===== config.mk =====
export PLATFORM = sky130hd
export DESIGN_NAME = alu_arbiter_flat
export DESIGN_NICKNAME = d
export VERILOG_FILES = /design/src/rtl/alu_arbiter_if.sv /design/src/rtl/alu_arbiter.sv /design/src/flat_wrapper.sv
export SDC_FILE = /design/constraint.sdc
export NUM_CORES = 1
export LEC_CHECK = 0
export CAP_MARGIN = 25
export CELL_PAD_IN_SITES_DETAIL_PLACEMENT = 0
export CELL_PAD_IN_SITES_GLOBAL_PLACEMENT = 1
export CORE_ASPECT_RATIO = 0.5
export CORE_MARGIN = 8
export CORE_UTILIZATION = 30
export CTS_CLUSTER_DIAMETER = 40
export DETAILED_ROUTE_END_ITERATION = 8
export HOLD_SLACK_MARGIN = 0.03
export PLACE_DENSITY_LB_ADDON = 0.1
export SETUP_SLACK_MARGIN = 0.02
export SLEW_MARGIN = 20
export SYNTH_ARGS = -nofsm -noshare
export SYNTH_HDL_FRONTEND = slang
export SYNTH_SLANG_ARGS = --single-unit

===== constraint.sdc =====
create_clock -name input_CLK -period 2.5 [get_ports input_CLK]
set_clock_uncertainty 0.05 [all_clocks]
set_input_delay 0.5 -clock input_CLK [delete_from_list [all_inputs] [get_ports input_CLK]]
set_output_delay 0.5 -clock input_CLK [all_outputs]
set_load 0.005 [all_outputs]

===== src/rtl/alu_arbiter_if.sv =====
`default_nettype none
`timescale 1ns/1ps
// ============================================================================
// Module   : alu_arbiter_if
// Brief    : Requester handshakes, shared response bus and ALU hookup for
//            alu_arbiter. The slave modport is the arbiter's view. The master
//            modport is the surrounding system: both requesters plus the ALU.
// Revision : 1.0 - initial release
// ============================================================================
interface alu_arbiter_if #(
  parameter int WIDTH = 16,
  parameter int OPW   = 4
);
  // requester 0
  logic             input_Req0;
  logic [OPW-1:0]   input_Op0;
  logic [WIDTH-1:0] input_A0;
  logic [WIDTH-1:0] input_B0;
  logic             output_Gnt0;
  logic             output_Done0;
  // requester 1
  logic             input_Req1;
  logic [OPW-1:0]   input_Op1;
  logic [WIDTH-1:0] input_A1;
  logic [WIDTH-1:0] input_B1;
  logic             output_Gnt1;
  logic             output_Done1;
  // shared response
  logic [WIDTH-1:0] output_Result;
  logic             output_Zero;
  logic             output_Negative;
  logic             output_Error;
  logic             output_Busy;
  // ALU side
  logic [WIDTH-1:0] output_ALU_A;
  logic [WIDTH-1:0] output_ALU_B;
  logic [OPW-1:0]   output_ALU_Op;
  logic [WIDTH-1:0] input_ALU_Result;
  logic             input_ALU_Zero;
  logic             input_ALU_Negative;

  modport slave (
    input  input_Req0, input_Op0, input_A0, input_B0,
    input  input_Req1, input_Op1, input_A1, input_B1,
    input  input_ALU_Result, input_ALU_Zero, input_ALU_Negative,
    output output_Gnt0, output_Done0, output_Gnt1, output_Done1,
    output output_Result, output_Zero, output_Negative, output_Error, output_Busy,
    output output_ALU_A, output_ALU_B, output_ALU_Op
  );

  modport master (
    output input_Req0, input_Op0, input_A0, input_B0,
    output input_Req1, input_Op1, input_A1, input_B1,
    output input_ALU_Result, input_ALU_Zero, input_ALU_Negative,
    input  output_Gnt0, output_Done0, output_Gnt1, output_Done1,
    input  output_Result, output_Zero, output_Negative, output_Error, output_Busy,
    input  output_ALU_A, output_ALU_B, output_ALU_Op
  );
endinterface

`default_nettype wire


===== src/rtl/alu_arbiter.sv =====
`default_nettype none
`timescale 1ns/1ps
// ============================================================================
// Module   : alu_arbiter
// Brief    : Round-robin sharing of one combinational ALU between two
//            requesters. IDLE -> EXEC -> RESP, one cycle each. Operands are
//            registered on accept. The result and flags are captured in EXEC
//            and returned in RESP with a per-requester done pulse. Illegal
//            opcodes are flagged without sampling the ALU.
// Revision : 1.0 - initial release
// ============================================================================
module alu_arbiter #(
  parameter int WIDTH  = 16,
  parameter int OPW    = 4,
  parameter int MAX_OP = 4
) (
  input  logic         input_CLK,
  input  logic         input_Reset,
  alu_arbiter_if.slave bus
);

  localparam logic [OPW-1:0] c_max_op = OPW'(MAX_OP);

  typedef enum logic [1:0] {
    S_IDLE = 2'd0,
    S_EXEC = 2'd1,
    S_RESP = 2'd2
  } state_t;

  state_t           r_state;
  state_t           w_state_next;
  logic             r_last;      // last winner; 1 after reset so requester 0 wins first tie
  logic             r_owner;     // requester that owns the operation in flight
  logic [OPW-1:0]   r_op;
  logic [WIDTH-1:0] r_a;
  logic [WIDTH-1:0] r_b;
  logic [WIDTH-1:0] r_result;
  logic             r_zero;
  logic             r_neg;
  logic             r_error;
  logic             r_done0;
  logic             r_done1;
  logic             w_winner;
  logic             w_gnt0;
  logic             w_gnt1;
  logic             w_accept;
  logic             w_legal;

  // Winner selection and grants: a tie goes to the requester that did not win last.
  always_comb begin
    w_winner = 1'b0;
    if (bus.input_Req0 && bus.input_Req1) begin
      w_winner = ~r_last;
    end else if (bus.input_Req1) begin
      w_winner = 1'b1;
    end
    w_gnt0   = (r_state == S_IDLE) && bus.input_Req0 && !w_winner;
    w_gnt1   = (r_state == S_IDLE) && bus.input_Req1 &&  w_winner;
    w_accept = w_gnt0 || w_gnt1;
    w_legal  = (r_op <= c_max_op);
  end

  // Next-state logic: every state lasts exactly one cycle per operation.
  always_comb begin
    w_state_next = r_state;
    case (r_state)
      S_IDLE:  if (w_accept) w_state_next = S_EXEC;
      S_EXEC:  w_state_next = S_RESP;
      S_RESP:  w_state_next = S_IDLE;
      default: w_state_next = S_IDLE;
    endcase
  end

  // State register.
  always_ff @(posedge input_CLK or posedge input_Reset) begin
    if (input_Reset) begin
      r_state <= S_IDLE;
    end else begin
      r_state <= w_state_next;
    end
  end

  // Operand registers change only on accept, so the ALU inputs never glitch.
  always_ff @(posedge input_CLK or posedge input_Reset) begin
    if (input_Reset) begin
      r_op    <= '0;
      r_a     <= '0;
      r_b     <= '0;
      r_owner <= 1'b0;
      r_last  <= 1'b1;
    end else if (w_accept) begin
      r_op    <= w_gnt1 ? bus.input_Op1 : bus.input_Op0;
      r_a     <= w_gnt1 ? bus.input_A1  : bus.input_A0;
      r_b     <= w_gnt1 ? bus.input_B1  : bus.input_B0;
      r_owner <= w_gnt1;
      r_last  <= w_gnt1;
    end
  end

  // Response capture in EXEC. Illegal opcodes never look at the ALU outputs.
  always_ff @(posedge input_CLK or posedge input_Reset) begin
    if (input_Reset) begin
      r_result <= '0;
      r_zero   <= 1'b0;
      r_neg    <= 1'b0;
      r_error  <= 1'b0;
    end else if (r_state == S_EXEC) begin
      if (w_legal) begin
        r_result <= bus.input_ALU_Result;
        r_zero   <= bus.input_ALU_Zero;
        r_neg    <= bus.input_ALU_Negative;
        r_error  <= 1'b0;
      end else begin
        r_result <= '0;
        r_zero   <= 1'b0;
        r_neg    <= 1'b0;
        r_error  <= 1'b1;
      end
    end
  end

  // Done pulses: high only during RESP, for the owning requester.
  always_ff @(posedge input_CLK or posedge input_Reset) begin
    if (input_Reset) begin
      r_done0 <= 1'b0;
      r_done1 <= 1'b0;
    end else begin
      r_done0 <= (r_state == S_EXEC) && !r_owner;
      r_done1 <= (r_state == S_EXEC) &&  r_owner;
    end
  end

  assign bus.output_Gnt0     = w_gnt0;
  assign bus.output_Gnt1     = w_gnt1;
  assign bus.output_Done0    = r_done0;
  assign bus.output_Done1    = r_done1;
  assign bus.output_Result   = r_result;
  assign bus.output_Zero     = r_zero;
  assign bus.output_Negative = r_neg;
  assign bus.output_Error    = r_error;
  assign bus.output_Busy     = (r_state != S_IDLE);
  assign bus.output_ALU_A    = r_a;
  assign bus.output_ALU_B    = r_b;
  assign bus.output_ALU_Op   = r_op;

endmodule

`default_nettype wire


===== src/flat_wrapper.sv =====
// flat-port wrapper written by rule: the top's interface ports become plain ports
module alu_arbiter_flat 
#(
  parameter int WIDTH  = 16,
  parameter int OPW    = 4,
  parameter int MAX_OP = 4
)
  (input_CLK, input_Reset, bus_input_Req0, bus_input_Op0, bus_input_A0, bus_input_B0, bus_input_Req1, bus_input_Op1, bus_input_A1, bus_input_B1, bus_input_ALU_Result, bus_input_ALU_Zero, bus_input_ALU_Negative, bus_output_Gnt0, bus_output_Done0, bus_output_Gnt1, bus_output_Done1, bus_output_Result, bus_output_Zero, bus_output_Negative, bus_output_Error, bus_output_Busy, bus_output_ALU_A, bus_output_ALU_B, bus_output_ALU_Op);
  alu_arbiter_if #(.WIDTH(WIDTH), .OPW(OPW)) bus_i ();
  input  logic input_CLK;
  input  logic input_Reset;
  input wire logic [$bits(bus_i.input_Req0)-1:0] bus_input_Req0;
  input wire logic [$bits(bus_i.input_Op0)-1:0] bus_input_Op0;
  input wire logic [$bits(bus_i.input_A0)-1:0] bus_input_A0;
  input wire logic [$bits(bus_i.input_B0)-1:0] bus_input_B0;
  input wire logic [$bits(bus_i.input_Req1)-1:0] bus_input_Req1;
  input wire logic [$bits(bus_i.input_Op1)-1:0] bus_input_Op1;
  input wire logic [$bits(bus_i.input_A1)-1:0] bus_input_A1;
  input wire logic [$bits(bus_i.input_B1)-1:0] bus_input_B1;
  input wire logic [$bits(bus_i.input_ALU_Result)-1:0] bus_input_ALU_Result;
  input wire logic [$bits(bus_i.input_ALU_Zero)-1:0] bus_input_ALU_Zero;
  input wire logic [$bits(bus_i.input_ALU_Negative)-1:0] bus_input_ALU_Negative;
  output wire logic [$bits(bus_i.output_Gnt0)-1:0] bus_output_Gnt0;
  output wire logic [$bits(bus_i.output_Done0)-1:0] bus_output_Done0;
  output wire logic [$bits(bus_i.output_Gnt1)-1:0] bus_output_Gnt1;
  output wire logic [$bits(bus_i.output_Done1)-1:0] bus_output_Done1;
  output wire logic [$bits(bus_i.output_Result)-1:0] bus_output_Result;
  output wire logic [$bits(bus_i.output_Zero)-1:0] bus_output_Zero;
  output wire logic [$bits(bus_i.output_Negative)-1:0] bus_output_Negative;
  output wire logic [$bits(bus_i.output_Error)-1:0] bus_output_Error;
  output wire logic [$bits(bus_i.output_Busy)-1:0] bus_output_Busy;
  output wire logic [$bits(bus_i.output_ALU_A)-1:0] bus_output_ALU_A;
  output wire logic [$bits(bus_i.output_ALU_B)-1:0] bus_output_ALU_B;
  output wire logic [$bits(bus_i.output_ALU_Op)-1:0] bus_output_ALU_Op;
  assign bus_i.input_Req0 = bus_input_Req0;
  assign bus_i.input_Op0 = bus_input_Op0;
  assign bus_i.input_A0 = bus_input_A0;
  assign bus_i.input_B0 = bus_input_B0;
  assign bus_i.input_Req1 = bus_input_Req1;
  assign bus_i.input_Op1 = bus_input_Op1;
  assign bus_i.input_A1 = bus_input_A1;
  assign bus_i.input_B1 = bus_input_B1;
  assign bus_i.input_ALU_Result = bus_input_ALU_Result;
  assign bus_i.input_ALU_Zero = bus_input_ALU_Zero;
  assign bus_i.input_ALU_Negative = bus_input_ALU_Negative;
  assign bus_output_Gnt0 = bus_i.output_Gnt0;
  assign bus_output_Done0 = bus_i.output_Done0;
  assign bus_output_Gnt1 = bus_i.output_Gnt1;
  assign bus_output_Done1 = bus_i.output_Done1;
  assign bus_output_Result = bus_i.output_Result;
  assign bus_output_Zero = bus_i.output_Zero;
  assign bus_output_Negative = bus_i.output_Negative;
  assign bus_output_Error = bus_i.output_Error;
  assign bus_output_Busy = bus_i.output_Busy;
  assign bus_output_ALU_A = bus_i.output_ALU_A;
  assign bus_output_ALU_B = bus_i.output_ALU_B;
  assign bus_output_ALU_Op = bus_i.output_ALU_Op;
  alu_arbiter #(.WIDTH(WIDTH), .OPW(OPW), .MAX_OP(MAX_OP)) u_core (.input_CLK(input_CLK), .input_Reset(input_Reset), .bus(bus_i));
endmodule

==> impl_metrics.csv, run 1 <==
group,metric,value,unit
pwr,switching_share,0.3321,
cells_and_area,area_growth,64.54,%
synth,synth_cell_types,25,
clocking,cts_tree,"yes",
setup_path,critPathBufInv,2,
synth,synth-seq-cells,61,
synth,ys_warn_count,0,
setup_path,endpoint_kind,"primary output",
pwr,internal_power,0.003826,W
routing,drc_errors,0,
floorplanning,fp.dieH,86.29,um
grt,grt_first_pass_wirelength,16180,um
pwr,pwr-share-comb,0.494,
routing,viasPerCell,5.235,
sta,maxSlewHeadroom,0.4927,
hold_path,hold_class,"register to register",
routing,wl_per_cell,19.64,um
sta,tns,0,ns
synth,synth_compound_area_frac,0.1895,
sta,fmax,420.7,MHz
clocking,cts_max_path_buffers,2,
pwr,pwr-share-seq,0.313,
setup_path,cp.arrival,1.83,ns
sta,slew_violations,0,
pwr,p_clk_frac,0.193,
setup_path,crit_type,"input port to primary output",
floorplanning,dieWidth,156.6,um
setup_path,r2r_setup_slack,0.65,ns
setup_path,crit_family,"buffers and inverters",
synth,synth_top_family_by_area,"simple AND/OR/NAND/NOR gates",
floorplanning,start_util,0.3117,
pwr,vdd_ir_drop_max,0.0003983,V
clocking,ctsResizeCount,0,
cells_and_area,n_antenna_cell,0,
sta,timing.hold.ws,0.3998,ns
setup_path,crit_fanout,3,
routing,num_vias,2738,
sta,finalHoldViolCount,0,
clocking,worstSkewPairLatency,0.32,ns
cells_and_area,drive_gt1_frac,0.09021,
pwr,p_switching,0.001903,W
sta,rsz0062_at_grt,"false",
synth,synth.avg_cell_area,12.61,um^2
pwr,power_density,1175,nW/um^2
setup_path,cpMostUsedCell,"clkdlybuf4s50_1",
clocking,holdBufCountCts,0,
place,routabilityCongestion,0.7196,
pwr,leakagePower,1.986,nW
grt,antenna_found_initial,0,
cells_and_area,final_nets,479,
run,cap_violations,0,
routing,totalWireLength,10270,um
sta,setup_viol,0,
floorplanning,placementRows,25,
clocking,htreeDepth,3,
synth,synthCells,235,
clocking,cts_root_buf,"clkbuf_16",
synth,ys_seq_area_frac,0.5154,
synth,syn_area,2964,um^2
outcome,status,"finished clean",
setup_path,cpMaxStageDelayCell,"clkdlybuf4s50_1",
synth,yosys.area_share.simple,0.2305,
setup_path,required,1.95,ns
floorplanning,die-area,13510,um^2
setup_path,start_kind,"input port",
sta,fin_crit,2.377,ns
grt,grt_max_degree,39,
place,place_hpwl,6970,um
clocking,numCtsBuffers,9,
synth,synthAdderAreaFrac,0,
synth,syn_nets,329,
routing,drtAntennaViolNets,0,
routing,firstDrtPassIters,4,
floorplanning,core_area,9509,um^2
grt,gr-total-overflow,0,
grt,grt_usage,0.1537,
clocking,clkSlewWorstSetupHoldPaths,0.05,ns
clocking,postCtsSetupRepairBufs,0,
sta,post-route-period-util,0.9508,
cells_and_area,fill_cells,854,
synth,synthMuxAreaShare,0,
clocking,clock-sinks,61,
grt,first_global_vias,2961,
setup_path,critPathMaxStageDelay,0.55,ns
floorplanning,ios,154,
synth,synth-xor-area-share,0,
sta,worst_pin_slew,0.7585,ns
setup_path,cp_cell_sequence,"clkdlybuf4s50_1 > nand2_1 > a21oi_1 > clkdlybuf4s50_1",
place,port_buffers,153,
routing,drt_iter0_markers,110,
## synth_stat cells
cell      instances  area (um^2)
a21o_1            2        15.01
a21oi_1           1        5.000
a221o_1          36        360.4
a22o_1           18        157.7
and2_1            1        6.260
and4_1           35        306.5
and4_4            1        11.26
buf_1             2        7.510
buf_2             9        45.04
buf_6             8        90.09
clkbuf_1          7        26.28
dfrtp_1          60         1501
dfstp_2           1        26.28
inv_1             5        18.77
inv_2             1        3.750
nand2_1           1        3.750
nand2_4           1        11.26
nand2b_1          1        6.260
nand3_4           1        17.52
nor2_1            3        11.26
nor2_4            2        22.52
nor3_4            1        16.27
nor3b_1          36        270.3
o21a_1            1        7.510
o21ai_4           1        16.27
## sequential cells by signal (all words and copies together) (netlist names)
signal and cells:
u_core.bus.output_Done1 1, u_core.r_last 1, u_core.bus.output_ALU_A 16, u_core.r_state 2, u_core.bus.output_Zero 1, u_core.bus.output_Negative 1
u_core.bus.output_ALU_Op 4, u_core.bus.output_Error 1, u_core.bus.output_Done0 1, u_core.bus.output_ALU_B 16, u_core.r_owner 1, u_core.bus.output_Result 16
## cell usage in the layout, fill, tap and decap left out, types with 2 or more instances in the layout
cell type / Yosys / final
a221o_1: 36 / 36
buf_4: 0 / 10
clkbuf_8: 0 / 2
clkinv_2: 0 / 2
a22o_1: 18 / 18
and4_1: 35 / 35
nor2_4: 2 / 2
clkdlybuf4s50_1: 0 / 153
buf_12: 0 / 2
a21o_1: 2 / 2
dfrtp_1: 60 / 60
nor2_1: 3 / 3
inv_2: 1 / 2
inv_1: 5 / 4
clkbuf_16: 0 / 9
nor3b_1: 36 / 36
## through the flow
step / setup WS [ns] / instance area [um^2] / std cells / utilization / power, W
after floorplan: 0.4386 / 2964 / 235 / - / 0.003155
after global placement: 0.1524 / 4611 / 509 / 0.4849 / 0.004585
after detailed placement: 0.1230 / 4611 / 509 / 0.4849 / 0.004649
after CTS: 0.1203 / 4877 / 523 / 0.5129 / 0.005802
after global routing: 0.04348 / 4877 / 523 / 0.5129 / 0.006108
final: 0.1229 / 4877 / 523 / 0.5129 / 0.005729
## per-layer routing
metal | part of all wire | global-route usage
met3 | 0.081 | 0.06650
met1 | 0.44 | 0.1808
met2 | 0.48 | 0.2598
met5 | 0 | 0
met4 | 0.0048 | 0.02684
## final timing paths
path	startpoint	end	cells after the start
worst max-delay path	bus_input_Req0	bus_output_Gnt0	4
worst min-delay path	u_core.r_owner$_DFFE_PP0P_	u_core.bus.output_Done0$_DFF_PP0_	1
worst max register to register	u_core.r_state[0]$_DFFE_PP0P_	u_core.bus.output_ALU_A[12]$_DFFE_PP0P_	6
worst min register to register	u_core.r_owner$_DFFE_PP0P_	u_core.bus.output_Done0$_DFF_PP0_	1
max in group asynchronous	input_Reset	u_core.r_state[0]$_DFFE_PP0P_	3
min in group asynchronous	input_Reset	u_core.bus.output_Done0$_DFF_PP0_	2
## power by group through the flow
stage	Clock [W]	Combinational [W]	Sequential, W
2_1_floorplan	0	0.00135	0.00180
3_3_place_gp	0	0.00280	0.00178
3_5_place_dp	0	0.00286	0.00179
4_1_cts	0.00114	0.00286	0.00180
5_1_grt	0.00118	0.00306	0.00186
6_report	0.00111	0.00283	0.00179
## logic make-up after synthesis
| family | after synthesis |
|---|---|
| AOI/OAI and AO/OA | 59 |
| buffers and inverters | 32 |
| and+or+nand+nor | 83 |
| DFF | 61 |
## worst register-to-register path: stages, from the launching register on
cell,delay [ns]
dfrtp_1,0.40
nor2_4,0.17
buf_4,0.39
inv_2,0.06
buf_4,0.27
nor3b_1,0.27
a221o_1,0.17
## area by class of cell
type,count,area [um^2],share of cell area
clock inverter,2,10.01,0.002052
timing repair buffer,165,1647,0.3376
multi-input combinational,142,1245,0.2553
sequential,61,1528,0.3132
tap,135,168.9,0.03463
inverter,6,22.52,0.004618
clock buffer,12,256.5,0.05259
(Power assumes the default switching activity.)
==> run 2, diff against run 1 <==
--- a/config.mk
+++ b/config.mk
@@ -20,3 +20,4 @@
 export SYNTH_ARGS = -nofsm -noshare
 export SYNTH_HDL_FRONTEND = slang
 export SYNTH_SLANG_ARGS = --single-unit
+export TNS_END_PERCENT = 1
==> results of run 2 <==
Final layout, timing and power as in run 1 (identical DEF).
==> run 3, diff against run 2 <==
--- a/config.mk
+++ b/config.mk
@@ -16,7 +16,7 @@
 export HOLD_SLACK_MARGIN = 0.03
 export PLACE_DENSITY_LB_ADDON = 0.1
 export SETUP_SLACK_MARGIN = 0.02
-export SLEW_MARGIN = 20
+export SLEW_MARGIN = 15
 export SYNTH_ARGS = -nofsm -noshare
 export SYNTH_HDL_FRONTEND = slang
 export SYNTH_SLANG_ARGS = --single-unit
==> results of run 3 <==
Final layout, timing and power as in run 1 (identical DEF).
